### config.mk
export PLATFORM = sky130hd
export DESIGN_NAME = gnt_lock4
export DESIGN_NICKNAME = d
export VERILOG_FILES = /design/src/rtl/gnt_lock4.sv
export SDC_FILE = /design/constraint.sdc
export NUM_CORES = 1
export LEC_CHECK = 0
export CAP_MARGIN = 20
export CORE_ASPECT_RATIO = 1.2
export CORE_MARGIN = 4
export CORE_UTILIZATION = 25
export CTS_CLUSTER_SIZE = 16
export DETAILED_ROUTE_END_ITERATION = 10
export HOLD_SLACK_MARGIN = 0.06
export SLEW_MARGIN = 20
export SYNTH_ARGS = -nofsm -noshare
export SYNTH_HDL_FRONTEND = slang
export SYNTH_SLANG_ARGS = --single-unit
### constraint.sdc
create_clock -name clock -period 6.55 [get_ports clock]
set_clock_uncertainty 0.15 [all_clocks]
set_input_delay 1.31 -clock clock [delete_from_list [all_inputs] [get_ports clock]]
set_output_delay 1.31 -clock clock [all_outputs]
set_load 0.01 [all_outputs]
### src/rtl/gnt_lock4.sv
// -----------------------------------------------------------------------------
// gnt_lock4
//
// Grant lock and burst controller that sits directly behind a 4-way rotating
// priority selector. While idle it samples the selector's one-hot grant. The
// winner is locked as owner of the shared resource for a burst of (len field +
// 1) beats. The selector enable is held low until the burst completes or the
// owner withdraws its request. One gap cycle follows every burst so that the
// selector's rotation counter advances cleanly before the next arbitration.
//
// Ports
//   clock     in   system clock, all state changes on the rising edge
//   reset     in   synchronous active-low reset
//   req       in   [3:0] raw request lines, used to detect owner withdrawal
//   gnt_in    in   [3:0] selector grant, one-hot or zero expected
//   len       in   [4*BURST_W-1:0] per-requester burst length fields
//   ready     in   downstream accepts the current beat
//   arb_en    out  selector enable, high only while idle
//   owner     out  [3:0] one-hot locked owner, zero when nothing is locked
//   owner_id  out  [1:0] binary index of the owner, zero when nothing is locked
//   valid     out  beat presented downstream (busy only)
//   remain    out  [BURST_W-1:0] beats remaining after the current one
//   last      out  valid and remain == 0
//   done      out  one-cycle pulse in the gap after a completed burst
//   abort     out  one-cycle pulse in the gap after an abandoned burst
//   err       out  sticky flag, multi-hot grant seen while idle
// -----------------------------------------------------------------------------
module gnt_lock4 #(
    parameter int BURST_W = 4
) (
    input  logic                   clock,
    input  logic                   reset,
    input  logic [3:0]             req,
    input  logic [3:0]             gnt_in,
    input  logic [4*BURST_W-1:0]   len,
    input  logic                   ready,
    output logic                   arb_en,
    output logic [3:0]             owner,
    output logic [1:0]             owner_id,
    output logic                   valid,
    output logic [BURST_W-1:0]     remain,
    output logic                   last,
    output logic                   done,
    output logic                   abort,
    output logic                   err
);

    typedef enum logic [1:0] {
        ST_IDLE = 2'd0,
        ST_BUSY = 2'd1,
        ST_GAP  = 2'd2
    } state_t;

    state_t              state_q,    state_d;
    logic [3:0]          owner_q,    owner_d;
    logic [1:0]          owner_id_q, owner_id_d;
    logic [BURST_W-1:0]  remain_q,   remain_d;
    logic                done_q,     done_d;
    logic                abort_q,    abort_d;
    logic                err_q,      err_d;

    // Per-requester view of the packed length bus.
    logic [BURST_W-1:0]  len_field [4];

    for (genvar gi = 0; gi < 4; gi++) begin : g_len
        assign len_field[gi] = len[gi*BURST_W +: BURST_W];
    end

    // Population count and encoded index of the incoming grant. The index is
    // only meaningful when exactly one bit is set.
    logic [2:0] gnt_cnt;
    logic [1:0] gnt_idx;

    always_comb begin
        gnt_cnt = '0;
        gnt_idx = '0;
        for (int i = 0; i < 4; i++) begin
            if (gnt_in[i]) begin
                gnt_cnt = gnt_cnt + 3'd1;
                gnt_idx = 2'(i);
            end
        end
    end

    always_comb begin
        state_d    = state_q;
        owner_d    = owner_q;
        owner_id_d = owner_id_q;
        remain_d   = remain_q;
        done_d     = 1'b0;
        abort_d    = 1'b0;
        err_d      = err_q;

        case (state_q)
            ST_IDLE: begin
                if (gnt_cnt == 3'd1) begin
                    owner_d    = gnt_in;
                    owner_id_d = gnt_idx;
                    remain_d   = len_field[gnt_idx];
                    state_d    = ST_BUSY;
                end else if (gnt_cnt > 3'd1) begin
                    err_d = 1'b1;
                end
            end

            ST_BUSY: begin
                // Completion is checked first so that a withdrawal on the
                // accepted last beat still counts as a finished burst.
                if (ready && (remain_q == '0)) begin
                    done_d  = 1'b1;
                    state_d = ST_GAP;
                end else if (!req[owner_id_q]) begin
                    // Beat offered in this cycle is discarded, remain holds.
                    abort_d = 1'b1;
                    state_d = ST_GAP;
                end else if (ready) begin
                    remain_d = remain_q - BURST_W'(1);
                end
            end

            ST_GAP: begin
                owner_d    = '0;
                owner_id_d = '0;
                remain_d   = '0;
                state_d    = ST_IDLE;
            end

            default: begin
                owner_d    = '0;
                owner_id_d = '0;
                remain_d   = '0;
                state_d    = ST_IDLE;
            end
        endcase
    end

    always_ff @(posedge clock) begin
        if (!reset) begin
            state_q    <= ST_IDLE;
            owner_q    <= '0;
            owner_id_q <= '0;
            remain_q   <= '0;
            done_q     <= 1'b0;
            abort_q    <= 1'b0;
            err_q      <= 1'b0;
        end else begin
            state_q    <= state_d;
            owner_q    <= owner_d;
            owner_id_q <= owner_id_d;
            remain_q   <= remain_d;
            done_q     <= done_d;
            abort_q    <= abort_d;
            err_q      <= err_d;
        end
    end

    // All outputs are decodes of registered state only.
    assign arb_en   = (state_q == ST_IDLE);
    assign valid    = (state_q == ST_BUSY);
    assign last     = (state_q == ST_BUSY) && (remain_q == '0);
    assign owner    = owner_q;
    assign owner_id = owner_id_q;
    assign remain   = remain_q;
    assign done     = done_q;
    assign abort    = abort_q;
    assign err      = err_q;

endmodule

==> out/qor.txt, run 1 <==
Status - complete, no violations
Mapped Nets - 143
R2R Setup Slk - 4560 ps
Top-count cell post-synth - nor2_1
CP Launch Type - primary input
Leakage - 0.550 nW
Reg-to-reg endpoint - remain[1]
RSZ-0062 raised after global routing - false
N_diodes - 0
Area leader, netlist - dfxtp_1
Post-CTS Setup Inserts - 0
# IOs - 43
CTS Hold Bufs - 0
Dominant synthesized flop cell - dfxtp_1
Antenna violations before repair - 0
Global-route wire length before repair - 4.28 mm
R2R cell count - 7
CP delay by family, top - compound AO/OA/AOI/OAI gates
Total GRT Usage - 11.0%
Worst path cell trace - clkdlybuf4s50_1 > inv_1 > ha_1 > xor2_1 > ha_1 > inv_1 > a31oi_1 > a2111oi_4 > mux2i_1 > nor2_1
Post-synth EDFFs - 0
Flops & latches, synth - 15
Initial Util - 26.1%
Router iterations before antenna repair - 4
Peak Freq - 0.228 GHz
Cts repair resizes - 0
Synthesized cell area - 956 um^2
Reg2reg start - remain[0]
Synth area leaders - dfxtp_1 (31%), mux2i_1 (10%), nor2_1 (6.3%), ha_1 (5.2%), a21oi_1 (4.7%)
Vias/cell - 4.72
Setup TNS - 0 ps
Fin crit period - 4380 ps
Number of DRC markers in iteration 0 - 34
# rows - 24
CP Max Fanout - 7
FF/Latch Area - 300 um^2
Ys async rst share - 0%
RD Place Congestion - 0.740
Filler instances - 381
Critical path endpoint category - flop
Root Buffer - clkbuf_8
DR WL/cell - 12.7 um
Mean Syn Cell Area - 8.53 um^2
Drt drc - 0
Total power - 0.000318 W
Share of layout cells above drive strength 1 - 5.92%
CP max stage delay - 720 ps
Worst hold start - err
Synth Instances - 112
Synth cell types - 33
Clock transition at path regs - 60 ps
Worst relative slew slack - 56.4%
Post-synth top cells - nor2_1 (16), dfxtp_1 (15), mux2i_1 (10)
Part of the cycle the worst path needs - 66.9%
CTS max path bufs - 2
Hold Path Class - flop to flop
CP required - 6530 ps
WP buf/inv - 3
Share of the synthesized area in the top cell type - 31.4%
Area growth from synthesis to layout - 52.4%
Total grt overflow - 0
CP Class - primary input to flop
CTS H-tree depth - 1
Port Buffers - 42
Inserted Clock Buffers - 3
Clock Latency Late Sink - 240 ps
VDD IR-drop max - 0.106 mV
Worst Tran Pin Value - 652 ps
CORE AREA - 3660 um^2
Critical Path Stages - 10
Ys Warns - 0
CTS tree - done
Number of global-route vias before repair - 967
Total die area - 4880 um^2
Final Hold Fails - 0
Arr. time, crit path - 4360 ps
Number of max-cap violations - 0
Clock sink total - 15
Die Y - 75.7 um
Crit. Startpoint - gnt_in[1]
Largest net degree at the start of global routing - 19
Antenna-violating nets left - 0
Final wirelength - 2.59 mm
Setup crit end - owner_id[1]
HPWL Detailed - 2.11 mm
Slew Viols, Final - 0
Final Setup Violations - 0
Cell Pwr Density - 219 nW/um^2
Multi-input gate area - 603 um^2
Via count - 962
DIE WIDTH - 64.5 um
Slowest-stage cell, CP - a2111oi_4
Layout Nets - 184
Sequential share of the synthesized area - 31.4%
-- final cells by class --
cell class                      instances  share of cell area [%]
Clock buffer                            4                    3.09
Tap cell                               52                    4.47
Timing Repair Buffer                   42                    28.9
Inverter                                6                    1.55
Multi-Input combinational cell         85                    41.4
Sequential cell                        15                    20.6
-- registers in the layout (all words and copies together) (netlist names) --
signal,count
abort,1
done,1
err,1
owner,4
owner_id,2
remain,4
state_q,2
-- layout by cell type, fill, tap and decap left out, types with 2 or more instances in the layout --
cell type and count:
ha_1 4, mux2i_1 10, xnor2_1 2, nor2b_1 2, nor2_1 16, and3_1 2, clkbuf_8 3, inv_1 6
xor2_1 2, a21oi_1 9, nand2_1 9, a32o_1 3, o21ai_0 5, clkdlybuf4s50_1 42, a211oi_1 2, dfxtp_1 15
nor3_1 3
-- through the flow --
step | setup WS (ps) | hold WS, ps | std cells | util, % | cell area, um^2
4_1_cts | 2150 | 320 | 204 | 39.8 | 1460
5_1_grt | 1980 | 356 | 204 | 39.8 | 1460
3_3_place_gp | 2020 | 299 | 200 | 38.5 | 1410
6_report | 2170 | 314 | 204 | 39.8 | 1460
3_5_place_dp | 1890 | 305 | 200 | 38.5 | 1410
2_1_floorplan | 2600 | 359 | 112 | - | 956
-- how the worst min path moves through the flow --
stage               endpoint  slack (ps)  depth (start not counted)
CTS                      err         320                          1
global placement         err         300                          1
global route             err         360                          1
finish                   err         310                          1
detailed placement       err         300                          1
floorplan                err         360                          1
-- kinds of logic after synthesis --
family | count (synthesis) | share of synthesized area (%)
compound gates | 28 | 22.1
fa+ha+maj | 4 | 5.24
xor+xnor | 4 | 3.67
buf+inv | 12 | 5.50
flops | 15 | 31.4
mux | 11 | 12.8
simple gates | 38 | 19.2
-- where the power goes --
group / switching, W / internal [W]
sequential: 0.0000130 / 0.000103
combinational: 0.0000565 / 0.0000708
clock: 0.0000322 / 0.0000430
total: 0.000102 / 0.000217
-- layer usage --
metal,global-route usage [%],part of all wire (%),vias to the layer above
met5,0,0,-
met4,3.99,1.4,0
met3,3.39,6.1,4
met2,19.4,51,33
met1,12.8,42,443
li1,-,-,482
(Power assumes the default switching activity.)
==> inputs of run 2 (changes only) <==
- clock period: 6.55 -> 4.4 ns (I/O delays scaled with it)
==> run 2 against run 1 <==
Compared with the run above: total power grew 49%; hold slack lost 0.82 ps; critical path depth is the same; sequential share of layout area shrank 0.23 points; sequential power grew 48%; routed wire length shrank 0.50%; worst setup slack lost 1500 ps; global-route usage shrank 0.42 points; first-iteration DRC count shrank 24%; clock power grew 50%; non-clock buffer count grew 2; die area is the same; critical endpoint is now owner_id[0]; largest cell class unchanged.
==> out/qor.txt, run 2 (synthesized netlist as in run 1, its figures left out) <==
Status - complete, no violations (unchanged)
RSZ-0062 raised after global routing - false (unchanged)
Peak Freq - 0.272 GHz
VDD IR-drop max - 0.219 mV (was 0.106 mV)
Hold Path Depth - 1 (unchanged)
Antenna-violating nets left - 0 (unchanged)
Post-CTS Setup Inserts - 0 (unchanged)
Number of max-cap violations - 0 (unchanged)
Final Setup Violations - 0 (unchanged)
Port Buffers - 42 (unchanged)
CP required - 4380 ps (was 6530 ps)
Commonest non-fill, non-tap cell in the layout - clkdlybuf4s50_1 (unchanged)
Final core utilization - 40.2% (was 39.8%)
Drt drc - 0 (unchanged)
CTS H-tree depth - 1 (unchanged)
Number of global-route vias before repair - 919 (was 967)
Critical path endpoint category - flop (unchanged)
Placed Cells - 202 (was 200)
R2R cell count - 7 (unchanged)
# IOs - 43 (unchanged)
Arr. time, crit path - 3660 ps (was 4360 ps)
Total grt overflow - 0 (unchanged)
Worst relative slew slack - 57.7% (was 56.4%)
Die Y - 75.7 um (unchanged)
Final cell count without fillers - 206 (was 204)
Root Buffer - clkbuf_8 (unchanged)
Part of the cycle the worst path needs - 83.7%
Hold path endpoint - err (unchanged)
Global-route wire length before repair - 4.06 mm (was 4.28 mm)
Number of DRC markers in iteration 0 - 26 (was 34)
Via count - 938 (was 962)
CP Class - primary input to flop (unchanged)
Total GRT Usage - 10.6% (was 11.0%)
Cts repair resizes - 0 (unchanged)
Antenna violations before repair - 0 (unchanged)
Total die area - 4880 um^2 (unchanged)
Worst hold start - err (unchanged)
CORE AREA - 3660 um^2 (unchanged)
R2R Setup Slk - 2420 ps (was 4560 ps)
Fin crit period - 3680 ps
Reg-to-reg endpoint - remain[1] (unchanged)
Final wirelength - 2.58 mm (was 2.59 mm)
Vias/cell - 4.55 (was 4.72)
CTS Hold Bufs - 0 (unchanged)
# rows - 24 (unchanged)
N_diodes - 0 (unchanged)
CTS tree - done (unchanged)
Router iterations before antenna repair - 4 (unchanged)
Clock Latency Late Sink - 250 ps (was 240 ps)
Area growth from synthesis to layout - 54.1% (was 52.4%)
Hold Path Class - flop to flop (unchanged)
RD Place Congestion - 0.731 (was 0.740)
DIE WIDTH - 64.5 um (unchanged)
Cell Pwr Density - 322 nW/um^2 (was 219 nW/um^2)
Share of layout cells above drive strength 1 - 7.79% (was 5.92%)
Setup TNS - 0 ps (unchanged)
Inserted Clock Buffers - 3 (unchanged)
Final Hold Fails - 0 (unchanged)
DR WL/cell - 12.5 um (was 12.7 um)
CP Max Fanout - 7 (unchanged)
HPWL Detailed - 2.12 mm (was 2.11 mm)
Most frequent cells in the layout - clkdlybuf4s50_1 (42), nor2_1 (16), dfxtp_1 (15) (unchanged)
Slew Viols, Final - 0 (unchanged)
CP Launch Type - primary input (unchanged)
Filler instances - 370 (was 381)
Leakage - 0.562 nW (was 0.550 nW)
Largest net degree at the start of global routing - 16 (was 19)
Worst Tran Pin Value - 634 ps (was 652 ps)
Clock transition at path regs - 70 ps (was 60 ps)
CTS max path bufs - 2 (unchanged)
Initial Util - 26.1% (unchanged)
Reg2reg start - remain[0] (unchanged)
Layout Nets - 186 (was 184)
Clock sink total - 15 (unchanged)
==> run 2: cell types whose count changed in the layout (fill, tap and decap cells not counted), sizes merged <==
cell	previous run	this run
clkbuf	4	3
buf	0	2
clkinv	0	1
==> run 2: layer usage <==
metal	up-vias	wire length (um)	track usage [%]
met5	-	0	0
met4	0	25	2.82
met3	2	146	3.69
met2	29	1290	18.7
met1	422	1110	12.4
li1	485	-	-
==> run 2: worst max-delay path by stage <==
stage               cells after the start  slack [ps]      start           to
finish                                 10         720  gnt_in[0]  owner_id[0]
global route                           10         540  gnt_in[0]  owner_id[0]
CTS                                    10         720  gnt_in[0]     owner[1]
detailed placement                     10         440  gnt_in[0]     owner[1]
global placement                       10         550  gnt_in[0]     owner[3]
floorplan                              11         880  gnt_in[1]     owner[2]
==> run 2: stage by stage <==
step | total power (W) | instance area [um^2] | hold WS [ps] | worst slack [ps]
floorplan | 0.000283 | 956 | 359 | 885
global route | 0.000509 | 1470 | 346 | 542
global placement | 0.000362 | 1430 | 299 | 553
finish | 0.000474 | 1470 | 313 | 717
detailed placement | 0.000366 | 1430 | 303 | 436
CTS | 0.000479 | 1470 | 318 | 720
==> run 2: report_power, final <==
part | switching [W] | total (W) | leakage, nW | internal (W)
clock | 0.0000499 | 0.000113 | 0.0255 | 0.0000627
combinational | 0.0000832 | 0.000190 | 0.414 | 0.000107
sequential | 0.0000191 | 0.000172 | 0.123 | 0.000153
==> run 2: final cells by class <==
| cell class | instances | area [um^2] | area share, % |
|---|---|---|---|
| clock inverters | 1 | 5.00 | 0.340 |
| repair buffers | 44 | 435 | 29.6 |
| flip-flops and latches | 15 | 300 | 20.4 |
| clock buffers | 3 | 41.3 | 2.80 |
| multi-input cells | 85 | 603 | 41.0 |
| inverters | 6 | 22.5 | 1.53 |
| well taps | 52 | 65.1 | 4.42 |
==> run 2: worst max-delay path, stage by stage <==
cell	delay, ps
clkdlybuf4s50_1	510
inv_1	60
ha_1	400
xor2_1	200
ha_1	330
inv_1	90
a31oi_1	170
a2111oi_4	700
mux2i_1	260
nor2_1	60
==> inputs of run 3 (changes only) <==
- clock period: 4.4 -> 3.86 ns (I/O delays scaled with it)
==> run 3 against run 2 <==
Compared with the run above: register-to-register slack lost 610 ps; first-iteration DRC count grew 12%; sequential power grew 15%; sequential cell count is the same; clock-buffer cell count grew 1; via count grew 0.11%; critical path depth grew 1; combinational power grew 16%; cell count grew 0.97%; die area is the same; routed wire length shrank 0.27%; hold slack gained 13 ps; largest power group unchanged; highest routed layer unchanged.
==> out/qor.txt, run 3 (synthesized netlist as in run 1, its figures left out) <==
CP Launch Type - primary input (unchanged)
Filler instances - 403 (was 370)
Port Buffers - 42 (unchanged)
Die Y - 75.7 um (unchanged)
Hold Path Class - flop to flop (unchanged)
Routing usage on met1 - 12.1% (was 12.4%)
CTS tree - done (unchanged)
Final instance area - 1490 um^2 (was 1470 um^2)
Number of max-cap violations - 0 (unchanged)
Commonest non-fill, non-tap cell in the layout - clkdlybuf4s50_1 (unchanged)
Area after DPL - 1440 um^2 (was 1430 um^2)
DIE WIDTH - 64.5 um (unchanged)
R2R cell count - 7 (unchanged)
Initial Util - 26.1% (unchanged)
Setup WS pre-CTS - 238 ps (was 436 ps)
Number of global-route vias before repair - 947 (was 919)
CP Max Fanout - 5 (was 7)
Worst Tran Pin Value - 486 ps (was 634 ps)
N_diodes - 0 (unchanged)
Final Setup Violations - 0 (unchanged)
Total grt overflow - 0 (unchanged)
Inserted Clock Buffers - 3 (unchanged)
Met2 GRT Util - 19.2% (was 18.7%)
Final wirelength - 2.57 mm (was 2.58 mm)
Multi-input gate area - 603 um^2 (unchanged)
Hold slack final - 326 ps (was 313 ps)
Met3 Use GR - 3.39% (was 3.69%)
Root Buffer - clkbuf_8 (unchanged)
Drt drc - 0 (unchanged)
Critical path endpoint category - flop (unchanged)
DR WL/cell - 12.4 um (was 12.5 um)
CTS Hold Bufs - 0 (unchanged)
Hold Path Depth - 1 (unchanged)
Router iterations before antenna repair - 4 (unchanged)
RSZ-0062 raised after global routing - false (unchanged)
HPWL Detailed - 2.12 mm (about the same)
RD Place Congestion - 0.753 (was 0.731)
Share of layout cells above drive strength 1 - 8.33% (was 7.79%)
Via count - 939 (was 938)
Number of DRC markers in iteration 0 - 29 (was 26)
Largest net degree at the start of global routing - 16 (unchanged)
# IOs - 43 (unchanged)
FF/Latch Area - 300 um^2 (unchanged)
CTS max path bufs - 2 (unchanged)
Total power - 0.000548 W (was 0.000474 W)
Area growth from synthesis to layout - 55.5% (was 54.1%)
Final Hold Fails - 0 (unchanged)
Fin crit period - 3330 ps
CORE AREA - 3660 um^2 (unchanged)
Clock transition at path regs - 60 ps (was 70 ps)
Final WS setup - 528 ps (was 717 ps)
Clock Latency Late Sink - 250 ps (about the same)
Total GRT Usage - 10.7% (was 10.6%)
Slew Viols, Final - 0 (unchanged)
Global-route wire length before repair - 4.12 mm (was 4.06 mm)
CP Class - primary input to flop (unchanged)
VDD IR-drop max - 0.137 mV (was 0.219 mV)
Worst relative slew slack - 67.3% (was 57.7%)
Peak Freq - 0.300 GHz
Antenna violations before repair - 0 (unchanged)
Vias/cell - 4.51 (was 4.55)
Setup TNS - 0 ps (unchanged)
Post-CTS Setup Inserts - 0 (unchanged)
Clock sink total - 15 (unchanged)
GRT busiest layer - met2 (unchanged)
Cts repair resizes - 0 (unchanged)
Cell Pwr Density - 368 nW/um^2 (was 322 nW/um^2)
# rows - 24 (unchanged)
CTS H-tree depth - 1 (unchanged)
Part of the cycle the worst path needs - 86.3%
CP required - 3840 ps (was 4380 ps)
Layout Nets - 188 (was 186)
Antenna-violating nets left - 0 (unchanged)
Total die area - 4880 um^2 (unchanged)
Status - complete, no violations (unchanged)
Most frequent cells in the layout - clkdlybuf4s50_1 (42), nor2_1 (16), dfxtp_1 (15) (unchanged)
Arr. time, crit path - 3320 ps (was 3660 ps)
Leakage - 0.569 nW (was 0.562 nW)
run 3: changes by cell type in the layout (fill, tap and decap cells not counted), sizes merged:
cell | previous run | this run
buf | 2 | 4
clkbuf | 3 | 4
clkinv | 1 | 0
run 3: metal layers:
layer	vias to the layer above	part of all wire [%]
met3	2	5.2
met4	0	0.54
met5	-	0
met2	27	51
met1	422	43
li1	488	-
run 3: path summary, 6_finish.rpt:
kind | startpoint | end | slack (ps)
setup / recovery | gnt_in[0] | owner[1] | 530
hold reg to reg | err | err | 330
setup reg to reg | remain[0] | remain[1] | 1810
hold / removal | err | err | 330
run 3: worst max-delay path: stages:
cell and delay, ps:
clkdlybuf4s50_1 510, inv_1 60, ha_1 310, xor2_1 170, ha_1 330, inv_1 90
a31oi_1 160, a2111oi_4 450, buf_4 220, mux2i_1 190, nor2_1 50
run 3: report_power, final:
part | switching [W] | internal (W) | total, W | leakage [nW]
clock | 0.0000579 | 0.0000731 | 0.000131 | 0.0228
sequential | 0.0000224 | 0.000174 | 0.000197 | 0.123
combinational | 0.0000950 | 0.000125 | 0.000220 | 0.424
total | 0.000175 | 0.000372 | 0.000548 | 0.569
run 3: metrics by stage:
stage / utilization, % / cells
6_report: 40.6 / 208
5_1_grt: 40.6 / 208
4_1_cts: 40.6 / 208
3_5_place_dp: 39.3 / 204
3_3_place_gp: 39.3 / 204
2_1_floorplan: - / 112
run 3: area by class of cell:
| type | instances | area share [%] |
|---|---|---|
| repair buffers | 46 | 30.3 |
| well taps | 52 | 4.38 |
| clock buffers | 4 | 3.03 |
| multi-input cells | 85 | 40.6 |
| inverters | 6 | 1.52 |
| flip-flops and latches | 15 | 20.2 |
